### src/rtl/tablero_pkg.sv
// ---------------------------------------------------------------------------
// tablero_pkg
// Shared definitions for the dashboard turn-signal path. The lever front end
// and the LED sequencer both import this so the turn codes agree at both ends.
//   TURN_*        : 2-bit turn codes carried on turn[1:0]
//   turn_state_e  : lever FSM state encoding
//   turn_code()   : state -> turn code mapping
// ---------------------------------------------------------------------------
package tablero_pkg;

    localparam logic [1:0] TURN_OFF   = 2'b00;
    localparam logic [1:0] TURN_LEFT  = 2'b01;
    localparam logic [1:0] TURN_RIGHT = 2'b10;

    typedef enum logic [1:0] {
        ST_OFF       = 2'b00,
        ST_LEFT      = 2'b01,
        ST_RIGHT     = 2'b10,
        ST_CANCELLED = 2'b11
    } turn_state_e;

    // CANCELLED shows as off so the sequencer needs no knowledge of it.
    function automatic logic [1:0] turn_code(input turn_state_e st);
        logic [1:0] code;
        case (st)
            ST_LEFT:  code = TURN_LEFT;
            ST_RIGHT: code = TURN_RIGHT;
            default:  code = TURN_OFF;
        endcase
        return code;
    endfunction

endpackage

### src/rtl/lever_debounce.sv
// ---------------------------------------------------------------------------
// lever_debounce
// Two-flop synchronizer followed by a debounce counter for one raw contact.
// A changed level must be seen for DEBOUNCE_CYCLES consecutive clocks before
// it is accepted; any return to the stable level restarts the count.
//   clk  : system clock
//   rst  : asynchronous reset, active-high
//   din  : raw, asynchronous contact input
//   dout : debounced level, synchronous to clk
// ---------------------------------------------------------------------------
module lever_debounce
    import tablero_pkg::*;
#(
    parameter int DEBOUNCE_CYCLES = 500000
) (
    input  logic clk,
    input  logic rst,
    input  logic din,
    output logic dout
);

    localparam int              CW      = $clog2(DEBOUNCE_CYCLES);
    localparam logic [CW-1:0]   CNT_MAX = CW'(DEBOUNCE_CYCLES - 1);

    logic          sync1_q, sync1_d;
    logic          sync2_q, sync2_d;
    logic          stable_q, stable_d;
    logic [CW-1:0] cnt_q, cnt_d;

    always_comb begin
        sync1_d  = din;
        sync2_d  = sync1_q;
        stable_d = stable_q;
        cnt_d    = '0;
        if (sync2_q != stable_q) begin
            // Accepting the new level also leaves the counter at zero, so it
            // never reaches a value it could wrap from.
            if (cnt_q == CNT_MAX) begin
                stable_d = sync2_q;
            end else begin
                cnt_d = cnt_q + 1'b1;
            end
        end
    end

    always_ff @(posedge clk or posedge rst) begin
        if (rst) begin
            sync1_q  <= 1'b0;
            sync2_q  <= 1'b0;
            stable_q <= 1'b0;
            cnt_q    <= '0;
        end else begin
            sync1_q  <= sync1_d;
            sync2_q  <= sync2_d;
            stable_q <= stable_d;
            cnt_q    <= cnt_d;
        end
    end

    assign dout = stable_q;

endmodule

### src/rtl/turn_lever_ctrl.sv
// ---------------------------------------------------------------------------
// turn_lever_ctrl
// Front end for the turn-signal sequencer: debounces the lever contacts and
// hazard button, runs the turn FSM and the hazard toggle latch.
//   clk         : system clock
//   rst         : asynchronous reset, active-high
//   lever_left  : raw lever-left contact (async)
//   lever_right : raw lever-right contact (async)
//   hazard_btn  : raw hazard push-button (async)
//   turn[1:0]   : registered turn code (00 off, 01 left, 10 right)
//   hazard      : registered hazard latch
// Build option: define AUTO_CANCEL_EN to cancel a turn indication after
// CANCEL_CYCLES clocks; without it the turn code follows the lever.
//
// state        | meaning
// -------------+---------------------------------------------------------
// ST_OFF       | lever neutral (or contact fault), turn = 00
// ST_LEFT      | lever held left, turn = 01
// ST_RIGHT     | lever held right, turn = 10
// ST_CANCELLED | auto-cancel fired, turn = 00 until lever goes neutral
//              | or swaps direction (AUTO_CANCEL_EN only)
// ---------------------------------------------------------------------------
module turn_lever_ctrl
    import tablero_pkg::*;
#(
    parameter int DEBOUNCE_CYCLES = 500000,
    parameter int CANCEL_CYCLES   = 500000000
) (
    input  logic       clk,
    input  logic       rst,
    input  logic       lever_left,
    input  logic       lever_right,
    input  logic       hazard_btn,
    output logic [1:0] turn,
    output logic       hazard
);

    if (DEBOUNCE_CYCLES < 2 || CANCEL_CYCLES < 2) begin : g_bad_params
        $error("turn_lever_ctrl: DEBOUNCE_CYCLES and CANCEL_CYCLES must be >= 2");
    end

    logic left_db, right_db, hz_db;

    lever_debounce #(.DEBOUNCE_CYCLES(DEBOUNCE_CYCLES)) u_db_left (
        .clk (clk), .rst (rst), .din (lever_left),  .dout (left_db)
    );
    lever_debounce #(.DEBOUNCE_CYCLES(DEBOUNCE_CYCLES)) u_db_right (
        .clk (clk), .rst (rst), .din (lever_right), .dout (right_db)
    );
    lever_debounce #(.DEBOUNCE_CYCLES(DEBOUNCE_CYCLES)) u_db_hazard (
        .clk (clk), .rst (rst), .din (hazard_btn),  .dout (hz_db)
    );

    turn_state_e state_q, state_d;
    turn_state_e lever_tgt;
    logic [1:0]  turn_q, turn_d;
    logic        hazard_q, hazard_d;
    logic        hz_prev_q, hz_prev_d;

`ifdef AUTO_CANCEL_EN
    localparam int            TW       = $clog2(CANCEL_CYCLES);
    localparam logic [TW-1:0] TMR_LOAD = TW'(CANCEL_CYCLES - 1);

    logic [TW-1:0] timer_q, timer_d;
    turn_state_e   cdir_q, cdir_d;
`endif

    // Both contacts closed is a fault and reads as neutral.
    always_comb begin
        lever_tgt = ST_OFF;
        if (left_db && !right_db) begin
            lever_tgt = ST_LEFT;
        end else if (right_db && !left_db) begin
            lever_tgt = ST_RIGHT;
        end
    end

    always_comb begin
        state_d = state_q;
`ifdef AUTO_CANCEL_EN
        timer_d = timer_q;
        cdir_d  = cdir_q;
`endif
        case (state_q)
            ST_OFF: begin
                state_d = lever_tgt;
            end
            ST_LEFT, ST_RIGHT: begin
                state_d = lever_tgt;
`ifdef AUTO_CANCEL_EN
                if (lever_tgt == state_q && timer_q == '0) begin
                    state_d = ST_CANCELLED;
                end
`endif
            end
`ifdef AUTO_CANCEL_EN
            ST_CANCELLED: begin
                // Holding the cancelled direction keeps us parked here.
                if (lever_tgt == ST_OFF) begin
                    state_d = ST_OFF;
                end else if (lever_tgt != cdir_q) begin
                    state_d = lever_tgt;
                end
            end
`endif
            default: begin
                state_d = ST_OFF;
            end
        endcase

`ifdef AUTO_CANCEL_EN
        // Down-counter: loaded on any entry to LEFT/RIGHT (including a direct
        // swap), terminal count at zero.
        if ((state_d == ST_LEFT || state_d == ST_RIGHT) && state_d != state_q) begin
            timer_d = TMR_LOAD;
        end else if ((state_q == ST_LEFT || state_q == ST_RIGHT) && timer_q != '0) begin
            timer_d = timer_q - 1'b1;
        end
        if (state_d == ST_CANCELLED && state_q != ST_CANCELLED) begin
            cdir_d = state_q;
        end
`endif
    end

    // turn is registered from the next state so it lands on the same edge
    // as the state register rather than one clock later.
    always_comb begin
        turn_d    = turn_code(state_d);
        hz_prev_d = hz_db;
        hazard_d  = hazard_q ^ (hz_db & ~hz_prev_q);
    end

    always_ff @(posedge clk or posedge rst) begin
        if (rst) begin
            state_q   <= ST_OFF;
            turn_q    <= TURN_OFF;
            hazard_q  <= 1'b0;
            hz_prev_q <= 1'b0;
        end else begin
            state_q   <= state_d;
            turn_q    <= turn_d;
            hazard_q  <= hazard_d;
            hz_prev_q <= hz_prev_d;
        end
    end

`ifdef AUTO_CANCEL_EN
    always_ff @(posedge clk or posedge rst) begin
        if (rst) begin
            timer_q <= '0;
            cdir_q  <= ST_OFF;
        end else begin
            timer_q <= timer_d;
            cdir_q  <= cdir_d;
        end
    end
`endif

    assign turn   = turn_q;
    assign hazard = hazard_q;

endmodule

### config.mk
export PLATFORM = sky130hd
export DESIGN_NAME = turn_lever_ctrl
export DESIGN_NICKNAME = d
export VERILOG_FILES = /design/src/rtl/tablero_pkg.sv /design/src/rtl/lever_debounce.sv /design/src/rtl/turn_lever_ctrl.sv
export SDC_FILE = /design/constraint.sdc
export NUM_CORES = 1
export LEC_CHECK = 0
export BUFFER_PORTS_ARGS = -buffer_cell sky130_fd_sc_hd__buf_4
export CORE_ASPECT_RATIO = 0.7
export CORE_UTILIZATION = 65
export DETAILED_ROUTE_END_ITERATION = 12
export PLACE_DENSITY = 0.78
export SYNTH_ARGS = -nofsm -noshare
export SYNTH_HDL_FRONTEND = slang
export SYNTH_SLANG_ARGS = --single-unit
### constraint.sdc
create_clock -name clk -period 3.43 [get_ports clk]
set_input_delay 0.1715 -clock clk [delete_from_list [all_inputs] [get_ports clk]]
set_output_delay 0.1715 -clock clk [all_outputs]
set_load 0.005 [all_outputs]
# After elaboration in Yosys (flattened, before gate mapping)
# Cells that the tools add are included.
[totals]
out_inout_bits = 3
reg_bits = 72
word_cells = 51
inputBits = 5
[classes]
add_sub_neg = 3
eq_ne = 10
mux = 10
n_reduce_logical = 9
n_bitwise = 3
[op_table]
columns = ["cell", "count"]
rows = [
  ["$mux W19", 6],
  ["$add A19 B1 Y19 const B", 3],
  ["$eq A19 B19 Y1 const B", 3],
  ["$mux W2", 3],
  ["$reduce_and A2 Y1", 3],
  ["$eq A2 B1 Y1 const B", 2],
  ["$eq A2 B2 Y1 const B", 2],
  ["$pmux W2 S2", 1],
  ["$ne A1 B1 Y1", 3],
  ["$reduce_or A3 Y1", 1],
  ["$logic_and A1 B1 Y1", 2],
  ["$logic_not A1 Y1", 2],
  ["$logic_not A2 Y1", 1],
  ["$and A1 B1 Y1", 1],
  ["$not A1 Y1", 1],
  ["$xor A1 B1 Y1", 1],
]

# Depth between registers and ports, before layout
# Gate-level depths: netlist of the first run.
[depth]
word_depth = 7
mapped_depth = 7
depth_no_buf = 5

# Modules after synthesis
# From an unflattened synthesis of the first run, not the netlist that was laid out.
[unflattened]
cells_unflattened = 323
hier_area_um2 = 3495.9
[modules_own_cells]
columns = ["module", "cells_each", "n_inst", "seq_area_each_um2", "area_per_inst_um2"]
rows = [
  ["lever_debounce", 103, 3, 550.5, 1091.0],
  ["turn_lever_ctrl", 14, 1, 150.1, 222.7],
]

# Worst setup path after synthesis of the first run
# OpenSTA, ideal clock, no wires.
[synth_timing]
kind = "register to register"
start = "register u_db_left.cnt_q[0]"
end = "register u_db_left.cnt_q[10]"
stages_incl_launch_ff = 8
period_less_slack_ns = 1.978
path_buffers = 2
setup_ns = 0.121
required_time_ns = 3.309
arrival_time_ns = 1.857
slack_ns = 1.452
cell_sequence = "dfrtp_1 -> ha_1 -> and4_1 -> clkbuf_1 -> nand4_1 -> o21ai_1 -> buf_2 -> nor2_1"
[synth_via]
elab_chain_cells = 3
elab_cells_between_ends = 4
classes_between = "add/sub: 1; eq/ne: 1; mux: 2"
[synth_lines]
columns = ["element", "line", "source"]
rows = [
  ["start: declaration", "lever_debounce.sv:28", "logic [CW-1:0] cnt_q, cnt_d;"],
  ["start signal: assignment", "lever_debounce.sv:56", "cnt_q <= cnt_d;"],
  ["$add A19 B1 Y19 / $eq A19 B19 Y1 (equally long branches)", "lever_debounce.sv:41, lever_debounce.sv:38", ""],
  ["$mux W19 (*)", "lever_debounce.sv:38", "if (cnt_q == CNT_MAX) begin"],
  ["$mux W19 (*)", "lever_debounce.sv:35", "if (sync2_q != stable_q) begin"],
  ["via u_db_left.cnt_d[10]", "lever_debounce.sv:28", ""],
]
# The timed path passes the listed nets; every way through them passes the cells marked *.
# A chain may end at the register's enable or synchronous reset.

# Worst setup path after layout of the first run
[layout_timing]
start = "register u_db_right.cnt_q[0]"
end = "register u_db_right.cnt_q[18]"
[layout_via]
elab_chain_cells = 3
elab_cells_between_ends = 4
classes_between = "add/sub: 1; eq/ne: 1; mux: 2"
[layout_lines]
columns = ["element", "line"]
rows = [
  ["start: declaration", "lever_debounce.sv:28"],
  ["start signal: assignment", "lever_debounce.sv:56"],
  ["$add A19 B1 Y19 / $eq A19 B19 Y1 (equally long branches)", "lever_debounce.sv:41, lever_debounce.sv:38"],
  ["$mux W19 (*)", "lever_debounce.sv:38"],
  ["$mux W19 (*)", "lever_debounce.sv:35"],
  ["via u_db_right.cnt_d[18]", "lever_debounce.sv:28"],
]
# Marked as above.

==> results.md, run 1 <==
* Post-layout utilization of the core at 76.6%
* Cell row count at 21
* Dominant cells by area after synthesis: dfrtp_1 (54%), xor2_1 (6.0%), nor2_1 (5.7%), xnor2_1 (5.5%), nand3_1 (2.8%)
* Core Region at 4860 um^2
* Sink Count at 72
* Count of cells resized by post-cts repair at 0
* Time the final worst path needs with I/O delays and setup at 2.15 ns
* Net count, final at roughly 340
* Syn Nets at 326
* Horiz. Die Dim at between 80 and 90 um
* Max Slew Vio Count at 0
* Area after DPL at approximately 3500 um^2
* Mean Syn Cell Area at 10.5 um^2
* Worst r2r src: u_db_right.cnt_q[0]
* Diode insertion count for antenna repair at 0
* Maximum number of pins on one net before global-route repair at between 40 and 50
* First-pass GRT wire length at 9870 um
* Final instance area at 3720 um^2
* GRT Overall Usage at 25.0%
* DRT iter0 DRCs at 107
* Number of enable flip-flop cells after synthesis at 0
* Die area at 5430 um^2
* Type of destination of the critical path: register
* Critical path data required time at 3.70 ns
* Flip-flop and latch count after synthesis at between 70 and 80
* Gate count of the mapped netlist at 318
* Routed WL per cell at 14.7 um
* Clock Skews at 0.00717 ns
* Endpoint of the worst register-to-register path: u_db_right.cnt_q[18]
* Clock slew seen by the registers of the worst setup and hold paths at about 0.08 ns
* Number of buffers created by CTS at 9
* Via count at 2,333
* Via count of the first global-routing pass at roughly 2,000
* H-tree depth at 3
* Number of nets with antenna violations after detailed routing at 0
* Maximum fanout encountered on the critical timing path at 6
* Number of buffers between clock root and the deepest sink at 2
* DRC at 0
* Leakage power total at approximately 1.6 nW
* Post-synthesis sequential area ratio at 54.0%
* Fraction of final layout cells with drive strength greater than 1 at 10.9%
* Number of port buffers at 7
* Insertion delay of the later-clocked pin in the worst-skew pair at around 0.34 ns
* Combined area of all synthesized cells at 3340 um^2
* Area share of the largest cell type after synthesis at 54.0%
* Share of synthesized cell area in full adder, half adder and majority cells at 1.12%
* Summed negative setup slack over all endpoints at 0 ns
* Synthesis-to-layout area growth at 11.5%
* Mux share of post-synthesis cell area at 1.01%
* Power Density at 448 nW/um^2
* Max frequency at between 0.4 and 0.5 GHz
* Worst setup path startpoint: u_db_right.cnt_q[0]
* Top-Level Pins at 8
* Buffer cell driving the clock tree root: clkbuf_8
* Outcome: completed
* Reg2Reg Depth at 5
* Top FF cell, synth: dfrtp_1
* XOR/XNOR Fraction of Synth Area at 11.5%
* Number of different library cells in the post-synthesis netlist at 38
* Ratio of final minimum period to clock period at about 63%
* Max rail drop VDD at 0.000357 V
* Detailed Route WL at 6000 um
* Leading area contributor after synthesis: dfrtp_1
* Vertical die dimension at between 60 and 70 um
* Setup violations, final at 0
* Critical path launch point type: register
* Combinational family with the most area after synthesis: simple AND/OR/NAND/NOR gates
* TritonCTS clock tree: done
* Starting Density at 68.7%
* Classification of the worst-slack hold path: in2async
* Count of final hold-check violations at 0
* MaxCap Viol Count at 0
* Setup repair after global routing missed its margin: false
* Overflow left after global routing at 0
* Routability-driven placement congestion ratio at 0.815
* Final total power at 0.00167 W
* Reg-to-reg setup timing slack at 1.28 ns
* Data arrival time of the worst path at 2.42 ns
* Complex-gate fraction of the synthesized area at ~5.0%
* Worst relative slew slack at 40.3%
* Slew at the pin with the worst max-slew slack at 0.894 ns
* Antenna violations before repair at 0
* Worst Setup Path Type: reg2reg
* Async S/R FF share, synth at 100%
* Post-synthesis share of cell area spent on and, or, nand and nor gates at 25.5%
* Vias per inst at 5.70
* # Post-CTS Setup Buffers at 0
* Worst hold slack at 0.0180 ns
* Number of warning messages in the yosys log at 0
* First-pass DRT Iterations at 4
* Detail Placement HPWL at roughly 4100 um
* End of the critical path: u_db_right.cnt_q[18]
[repair_timing]
action | in CTS | in global routing
hold endpoints to repair | 3 | 0
setup endpoints to repair | 0 | 0
hold buffers | 3 | 0
[Yosys cell counts (2+ instances only)]
master     instances
nor3_1             6
xor2_1            23
inv_1              7
a21oi_1           10
nor4b_1            2
dfrtp_1           72
nand4bb_1          2
nand4_1           15
xnor2_1           21
nand2_1           19
buf_2              2
clkbuf_1           3
and4_1             8
mux2_2             3
nand3_1           19
or3_1              6
nor4_1             8
or4_1              8
and3b_1            4
and3_1             2
nor2_1            51
o31ai_1            5
o21ai_0            5
ha_1               3
[worst min-delay path by stage]
stage | start | to | cells after the start
floorplan | hazard_btn | u_db_hazard.sync1_q | 0
global placement | hazard_btn | u_db_hazard.sync1_q | 1
detailed placement | hazard_btn | u_db_hazard.sync1_q | 1
CTS | rst | u_db_hazard.sync2_q | 2
global route | rst | u_db_hazard.dout | 2
finish | rst | u_db_hazard.sync2_q | 2
[state kept, by name (all words and copies together) (netlist names), 2 cells and up]
signal / count
state_q: 2
turn: 2
u_db_hazard.cnt_q: 19
u_db_left.cnt_q: 19
u_db_right.cnt_q: 19
[critical path, cell delays in order, from the launching register on]
cell	delay [ns]
dfrtp_1	0.38
ha_1	0.24
nand4_1	0.30
or4_1	0.67
or3_1	0.33
a21oi_1	0.16
[power by group]
part	internal [W]	switching [W]
combinational	0.0000178	0.0000375
sequential	0.000860	0.0000114
clock	0.000416	0.000324
total	0.00129	0.000373
[cell type report]
cell class	count	area [um^2]
Multi-Input combinational cell	232	1480
Fill cell	335	1140
Tap cell	69	86.3
Sequential cell	72	1800
Clock inverter	7	103
Timing Repair Buffer	13	105
Clock buffer	9	124
Inverter	7	26.3
[logic make-up after synthesis]
logic type / after synthesis
muxes: 3
and+or+nand+nor: 157
adders and majority gates: 3
AOI/OAI and AO/OA: 25
DFF: 72
xor gates and xnor gates: 44
buffers and inverters: 14
[stage by stage]
stage | std cells | setup WS [ns]
after floorplan | 318 | 1.43
after global placement | 390 | 1.39
after detailed placement | 390 | 1.30
after CTS | 409 | 1.29
after global routing | 409 | 1.16
final | 409 | 1.28
[routing by layer]
metal  GRT usage [%]  share of wire, %  vias up
li1                -                 -     1164
met1            37.4                53     1123
met2            34.3                42       42
met3            7.66               4.6        4
met4            9.84              0.67        0
met5               0                 0        -
[cell usage in the layout (no fill, tap or decap), drive strengths merged, types with 5 or more instances in the layout]
cell     n
dfrtp   72
nor2    51
xor2    23
xnor2   21
nand3   20
nand2   19
nand4   16
a21oi   11
buf     10
clkbuf   9
or4      9
inv      9
and4     8
nor4     8
o21ai    7
nor3     6
or3      6
o31ai    5
Note: power is estimated with default switching activity, not from simulation.
==> run 2: changes to the inputs <==
--- a/config.mk
+++ b/config.mk
@@ -7,9 +7,9 @@
 export LEC_CHECK = 0
 export BUFFER_PORTS_ARGS = -buffer_cell sky130_fd_sc_hd__buf_4
 export CORE_ASPECT_RATIO = 0.7
-export CORE_UTILIZATION = 65
+export CORE_UTILIZATION = 62
 export DETAILED_ROUTE_END_ITERATION = 12
-export PLACE_DENSITY = 0.78
+export PLACE_DENSITY = 0.75
 export SYNTH_ARGS = -nofsm -noshare
 export SYNTH_HDL_FRONTEND = slang
 export SYNTH_SLANG_ARGS = --single-unit
==> constraint.sdc (replaced) <==
create_clock -name clk -period 2.2 [get_ports clk]
set_input_delay 0.11 -clock clk [delete_from_list [all_inputs] [get_ports clk]]
set_output_delay 0.11 -clock clk [all_outputs]
set_load 0.005 [all_outputs]
==> run 2 against run 1 <==
Against the previous run:
- wire length is 1.1% higher
- design area increased by 1.9%
- sequential cell count stayed put
- highest routed layer unchanged
- cell count up 1.5%
- non-clock buffer count increased by 6
==> results.md, run 2 (synthesis gave the netlist of run 1 again) <==
* Outcome: completed
* Kind of cell adding the most delay to the critical path: simple AND/OR/NAND/NOR gates
* Crit path depth at 4 (-1)
* Largest regs: u_db_hazard.cnt_q: 19 flops, u_db_left.cnt_q: 19 flops, u_db_right.cnt_q: 19 flops
* Via count at 2,417 (+3.6%)
* Worst relative slew slack at 61.7% (+21 points)
* Switching power share of the total at 21.5% (-0.82 points)
* Clock Skews at 0.00656 ns (-0.000606 ns)
* Buffers plus inverters on the worst setup path at 0 (unchanged)
* Max Slew Vio Count at 0 (unchanged)
* Routed WL per cell at 14.6 um (-0.33%)
* Die area at 5690 um^2 (+4.7%)
* Summed negative setup slack over all endpoints at 0 ns (unchanged)
* Clock slew seen by the registers of the worst setup and hold paths at 0.07 ns (about the same)
* Insertion delay of the later-clocked pin in the worst-skew pair at 0.34 ns (about the same)
* Sink Count at 72 (unchanged)
* Slew at the pin with the worst max-slew slack at 0.574 ns (-0.320 ns)
* GRT Overall Usage at 24.1% (-0.92 points)
* Time the final worst path needs with I/O delays and setup at 2.00 ns (-0.157 ns)
* Power Density at 682 nW/um^2 (+52%)
* Via count of the first global-routing pass at 2,389 (+20%)
* Count of final hold-check violations at 0 (unchanged)
* Worst hold slack at 0.361 ns (+0.343 ns)
* # Post-CTS Setup Buffers at 0 (unchanged)
* H-tree depth at 3 (unchanged)
* Logic pwr share at 3.7% (+0.4 points)
* Cell-by-cell listing of the critical path: nand4_2, or4_1, or4_4, a21oi_2
* Starting Density at 67.2% (-1.5 points)
* Setup repair after global routing missed its margin: false
* Reg2Reg Depth at 4 (-1)
* Worst Setup Path Type: reg2reg
* Vertical die dimension at 63.4 um (+2.3%)
* Maximum cell stage delay along the critical path at 0.63 ns (-0.04 ns)
* Fillers at 324 (-3.3%)
* Launch point of the worst hold path: u_db_right.sync1_q
* First-pass DRT Iterations at 4 (unchanged)
* Sequential group share of total power at 52.6% (+0.3 points)
* Cell row count at 21 (unchanged)
* Synthesis-to-layout area growth at 13.6%
* Area after DPL at 3530 um^2 (+1.8%)
* Classification of the worst-slack hold path: reg2reg
* Max frequency at 0.501 GHz (+7.9%)
* Leakage power total at 1.60 nW (+2.5%)
* Number of nets with antenna violations after detailed routing at 0 (unchanged)
* Core Region at 4970 um^2 (+2.2%)
* Proportion of power drawn by the clock network at 43.7% (-0.7 points)
* Vias per inst at 5.82 (+2.1%)
* Data arrival time of the worst path at 2.27 ns (-0.15 ns)
* Terminating pin of the worst hold path: u_db_right.sync2_q
* Type of destination of the critical path: register
* CP max-delay cell: or4_1
* Maximum number of pins on one net before global-route repair at 47 (+4.4%)
* Routability-driven placement congestion ratio at 0.809 (-0.79%)
* Number of stages on the worst hold path at 0
* First-pass GRT wire length at 10,600 um (+7.7%)
* Power Internal at 0.00203 W (+57%)
* Leading cell type in the layout, fill and taps excluded: dfrtp_1
* TritonCTS clock tree: done
* Most used cells in the layout excluding fill and tap cells: dfrtp_1 (72), nor2_1 (51), xor2_1 (23)
* Endpoint of the worst register-to-register path: u_db_right.cnt_q[17]
* Worst r2r src: u_db_right.cnt_q[5]
* Detailed Route WL at 6070 um (+1.1%)
* Max rail drop VDD at 0.000483 V (+36%)
* Reg-to-reg setup timing slack at 0.20 ns (-1.07 ns)
* Buffer cell driving the clock tree root: clkbuf_8
* Detail Placement HPWL at 4150 um (about the same)
* Number of port buffers at 7 (unchanged)
* Horiz. Die Dim at 89.7 um (+2.3%)
* Placed cell count at 395 (+1.3%)
* Antenna violations before repair at 0 (unchanged)
* Overflow left after global routing at 0 (unchanged)
* Switch Pwr at 0.000557 W (+49%)
* Final instance area at 3790 um^2 (+1.9%)
* MaxCap Viol Count at 0 (unchanged)
* Number of non-filler instances in the completed layout at 415 (+1.5%)
* Critical path launch point type: register
* Critical path data required time at 2.47 ns (-1.23 ns)
* Number of buffers created by CTS at 9 (unchanged)
* DRC at 0 (unchanged)
* Fraction of final layout cells with drive strength greater than 1 at 12.1% (+1.3 points)
* Top-Level Pins at 8 (unchanged)
* Setup violations, final at 0 (unchanged)
* Ratio of final minimum period to clock period at 90.7% (+28 points)
* Number of buffers between clock root and the deepest sink at 2 (unchanged)
* Maximum fanout encountered on the critical timing path at 7 (+1)
* Diode insertion count for antenna repair at 0 (unchanged)
* DRT iter0 DRCs at 141 (+32%)
* Final total power at 0.00259 W (+55%)
* Net count, final at 349 (+1.7%)
## run 2: stage by stage
| step | utilization, % | setup WS, ns |
|---|---|---|
| 2_1_floorplan | - | 0.222 |
| 3_3_place_gp | 71.1 | 0.254 |
| 3_5_place_dp | 71.1 | 0.209 |
| 4_1_cts | 76.4 | 0.203 |
| 5_1_grt | 76.4 | 0.0882 |
| 6_report | 76.4 | 0.205 |
## run 2: worst max path at each step
stage / from / endpoint / slack (ns)
final: u_db_right.cnt_q[5] / u_db_right.cnt_q[17] / 0.20
after global routing: u_db_right.cnt_q[5] / u_db_right.cnt_q[17] / 0.09
after CTS: u_db_right.cnt_q[12] / u_db_right.dout / 0.20
after detailed placement: u_db_right.cnt_q[5] / u_db_right.cnt_q[17] / 0.21
after global placement: u_db_right.cnt_q[12] / u_db_right.dout / 0.25
after floorplan: u_db_left.cnt_q[0] / u_db_left.cnt_q[10] / 0.22
## run 2: power by group through the flow
stage,combinational (W),sequential (W),clock [W]
final,0.0000962,0.00136,0.00113
after CTS,0.0000992,0.00136,0.00116
after global placement,0.0000919,0.00138,0
after floorplan,0.0000602,0.00138,0
after detailed placement,0.0000931,0.00138,0
after global routing,0.000113,0.00136,0.00121
## run 2: worst register-to-register path, cell delays in order (launching register included)
cell and delay [ns]:
dfrtp_1 0.44, nand4_2 0.19, or4_1 0.63, or4_4 0.53
a21oi_2 0.15
## run 2: final cells by class
| type | count | area, um^2 | share of cell area (%) |
|---|---|---|---|
| Tap cell | 69 | 86.3 | 2.28 |
| Inverter | 7 | 26.3 | 0.693 |
| Sequential cell | 72 | 1800 | 47.5 |
| Clock inverter | 3 | 46.3 | 1.22 |
| Timing Repair Buffer | 19 | 178 | 4.68 |
| Clock buffer | 13 | 179 | 4.72 |
| Multi-Input combinational cell | 232 | 1480 | 38.9 |
## run 2: timing repair
item | CTS | global route
gates resized for setup | 0 | 0
hold buffers | 4 | 0
hold endpoints to repair | 29 | 0
## run 2: per-layer routing
metal / routed length (um) / up-vias / global-route usage [%]
li1: - / 1178 / -
met1: 2940 / 1196 / 31.7
met2: 2850 / 39 / 38.2
met3: 246 / 4 / 7.49
met4: 37 / 0 / 8.40
met5: 0 / - / 0
